==> src/rtl/can_field_bit_counter.sv <==
// Bit index counter for fixed-form CAN fields.
// Advances only on sample-point strobes. When clr is set it restarts
// from zero (plus inc, so clr & inc loads 1). last flags that the
// current count equals the runtime last index.
// Ports:
//   clk, reset   - clock, synchronous active-high reset
//   sp_en        - sample-point strobe qualifying every update
//   clr, inc     - load-to-zero and increment controls
//   last_idx     - index of the final bit of the active field
//   count        - current bit index
//   last         - count == last_idx
module can_field_bit_counter #(
  parameter int unsigned CNT_W = 4
) (
  input  logic             clk,
  input  logic             reset,
  input  logic             sp_en,
  input  logic             clr,
  input  logic             inc,
  input  logic [CNT_W-1:0] last_idx,
  output logic [CNT_W-1:0] count,
  output logic             last
);

  always_ff @(posedge clk) begin
    if (reset) begin
      count <= '0;
    end else if (sp_en) begin
      count <= (clr ? '0 : count) + CNT_W'(inc);
    end
  end

  assign last = (count == last_idx);

endmodule

==> config.mk <==
export PLATFORM = sky130hd
export DESIGN_NAME = can_field_bit_counter
export DESIGN_NICKNAME = d
export VERILOG_FILES = /design/src/rtl/can_field_bit_counter.sv
export SDC_FILE = /design/constraint.sdc
export NUM_CORES = 1
export LEC_CHECK = 0
export CAP_MARGIN = 25
export CORE_AREA = 8 8 45 47
export DETAILED_ROUTE_END_ITERATION = 10
export DIE_AREA = 0 0 53 55
export SLEW_MARGIN = 10
export SYNTH_ARGS = -nofsm -noshare
export SYNTH_HDL_FRONTEND = slang
export SYNTH_SLANG_ARGS = --single-unit
==> constraint.sdc <==
create_clock -name clk -period 2.4 [get_ports clk]
set_input_delay 0.24 -clock clk [delete_from_list [all_inputs] [get_ports clk]]
set_output_delay 0.24 -clock clk [all_outputs]
set_load 0.01 [all_outputs]
# Word level (Yosys, flattened, before mapping)
# Cells that the tools add are included.
# classes
eq_ne	1
muxes	1
add_sub_neg	1
# ops
op	n
adder 4 x 1 -> 4 bit	1
== test 4 bit	1
2-to-1 mux 4 bit	1
# totals
output_inout_bits	5
in_bits	9
wordCells	4
reg_bits	4

# Depth between registers and ports, before layout
# logic_depth
word_depth	2
mapped_depth	6
mapped_depth_nobuf	6

# Least setup slack after synthesis
# No wires, ideal clock.
# synth_timing
path_kind	register to register
start	register count[0]
end	register count[3]
path_buffers	0
arrival_time_ns	1.294
stages_incl_launch_ff	6
setup_time_ns	0.070
period_less_slack_ns	1.363
t_required_ns	2.330
slack_ns	1.037
path_cell_list	dfxtp_1 nor2b_1 ha_1 nand3_1 or4_1 a21oi_1
# synth_between
elab_chain_cells	2
# synth_lines
item	line_no	source
start, declared	21	output logic [CNT_W-1:0] count,
start signal, assigned	29	count <= (clr ? '0 : count) + CNT_W'(inc);
2-to-1 mux 4 bit	29	
adder 4 x 1 -> 4 bit	29	
# Every way passes these cells.
# A chain may end at the register's enable or synchronous reset.

# Final worst setup path
# layout_timing
start	input last_idx[1]
end	output last
# layout_between
elab_chain_cells	1
# layout_lines
item	line_no	source
start, declared	20	input logic [CNT_W-1:0] last_idx,
== test 4 bit	33	assign last = (count == last_idx);
end, declared	22	output logic last
# Every way passes these cells.

==> out/qor.yml <==
place_hpwl_um: 568.1
drc: 0
startpoint_type: "input pin"
detail_route.wl_per_cell_um: 11.00
hold_violations: 0
nNetsFinal: 56
finalSetupViolations: 0
worst_slack_ps: 494.2
worst-slew-pin-transition_ps: 239.5
clkLatencyLatePin_ps: 230
ys_seq_area_share_pct: 32.99
drtPass1Iterations: 4
pre_cts_ws_ps: 473.4
antenna_found_initial: 0
clk_pin_slew_ps: 30
finClkSkew_ps: 1.556
drive_above_1_share_pct: 9.302
post_drt_via_cell_ratio: 4.288
reg_top3: "count (4)"
die_y_um: 55
std_cell_rows: 14
grt_pass1_vias: 265
largest_reg_flops: 4
setup_tns_ps: 0
dp_cells: 56
grt_pass1_wl_mm: 1.007
avgSynthCellArea_um2: 8.990
critical_path.max_stage_delay_ps: 590
cp_slowest_cell: "clkdlybuf4s50_1"
drt_wl_total_um: 649
grt_max_degree: 7
largest_register: "count"
ys_types: 15
cp.required_ps: 2160
root_buffer: "clkbuf_4"
cts_tree: "yes"
ant_nets: 0
cp_common_cell: "clkdlybuf4s50_1"
core_area_um2: 1384
die_w_um: 53
drv_cap: 0
clock_sinks: 4
cts_buffer_depth: 2
ios: 14
post_cts_buffers: 0
min_period_over_period_pct: 79.41
gr-total-overflow: 0
diodes: 0
io_buffers: 13
ys_ff_latch: 4
p_per_area_nw_per_um2: 435.7
hold_buffers: 0
status: "complete, no violations"
p_leak_nw: 0.1723
grt.total_usage_pct: 5.188
fin_crit_ps: 1906
max_freq_mhz: 524.7
slew_headroom_pct: 83.89
area_growth_pct: 71.13
min_path_type: "flop to flop"
drt_iter0_markers: 5
synth.cell_area_um2: 242.7
worstSetupEndpointType: "output pin"
routabilityCongestion: 0.6260
synthCells: 27
syn_nets: 38
via_count: 253
crit_type: "input pin to output pin"
h-tree-depth: 1
vdd_drop_max_mv: 0.1668
start_util_pct: 17.54
cts_resized: 0
cp.arrival_ps: 1670
hold_slack_ps: 520.0
rsz0062_at_grt: "no"
die_area_um2: 2915
crit_path_cell_trace: "clkdlybuf4s50_1, xor2_1, nor4_1, clkdlybuf4s50_1"
finalNonFillerCells: 59
yosys_warnings: 0
slew_viol_final: 0
worstPathMaxFanout: 1
cts_buffers: 3
[critical path: cells and delay by family]
family        cells  cell delay (ps)
xor+xnor          1              140
simple gates      1              280
buf+inv           2             1000
[routing by layer]
| layer | vias up | GRT usage (%) | wire length (µm) |
|---|---|---|---|
| met5 | - | 0 | 0 |
| met4 | 0 | 5.172 | 0 |
| met2 | 10 | 7.813 | 312 |
| met1 | 113 | 3.945 | 224 |
| met3 | 0 | 4.545 | 112 |
| li1 | 130 | - | - |
[cell usage after synthesis (all sizes together)]
library cell  n  area (µm²)
a32oi         1       8.760
xor2          4       35.03
dfxtp         4       80.08
mux2i         2       20.02
nand2b        1       6.260
nor4          1       6.260
or4           1       7.510
nor2          3       11.26
o21ai         2       10.01
ha            2       25.02
inv           1       3.750
a31oi         1       6.260
nor2b         2       12.51
nand3         1       5.000
a21oi         1       5.000
[cell families after synthesis]
group           Yosys count  synth area share [%]
mux                       2                 8.248
fa+ha+maj                 2                 10.31
xor+xnor                  4                 14.43
simple gates              9                 20.10
buf+inv                   1                 1.545
flops                     4                 32.99
compound gates            5                 12.37
[worst paths after layout]
check | depth (start not counted) | end | startpoint | slack, ps
setup / recovery | 4 | last | last_idx[1] | 490
hold / removal | 2 | count[3] | count[3] | 520
setup reg to reg | 5 | count[3] | count[0] | 990
hold reg to reg | 2 | count[3] | count[3] | 520
[cells in the final DEF, fill, tap and decap left out, drive strengths merged]
cell	n
ha	2
nor2b	2
a32oi	1
dfxtp	4
a31oi	1
nand2b	1
inv	1
nor4	1
o21ai	2
a21oi	1
clkbuf	3
nand3	1
xor2	4
mux2i	2
clkdlybuf4s50	13
or4	1
nor2	3
[cell type report]
cell class / instances / area [µm²]
clock buffers: 3 / 22.52
multi-input cells: 22 / 158.9
flip-flops and latches: 4 / 80.08
inverters: 1 / 3.754
well taps: 16 / 20.02
fillers: 159 / 968.4
repair buffers: 13 / 130.1
[power breakdown]
group / internal (mW) / total, mW / switching [mW]
Combinational: 0.0209 / 0.0322 / 0.0114
Clock: 0.0556 / 0.0785 / 0.0229
Sequential: 0.0685 / 0.0703 / 0.00183
[stage by stage]
stage,power (mW),instance area (µm²),utilization (%)
2_1_floorplan,0.08136,242.7,-
3_3_place_gp,0.1037,392.9,28.39
3_5_place_dp,0.1041,392.9,28.39
4_1_cts,0.1873,415.4,30.02
5_1_grt,0.1983,415.4,30.02
6_report,0.1810,415.4,30.02
Power figures use the tool's default switching activity.
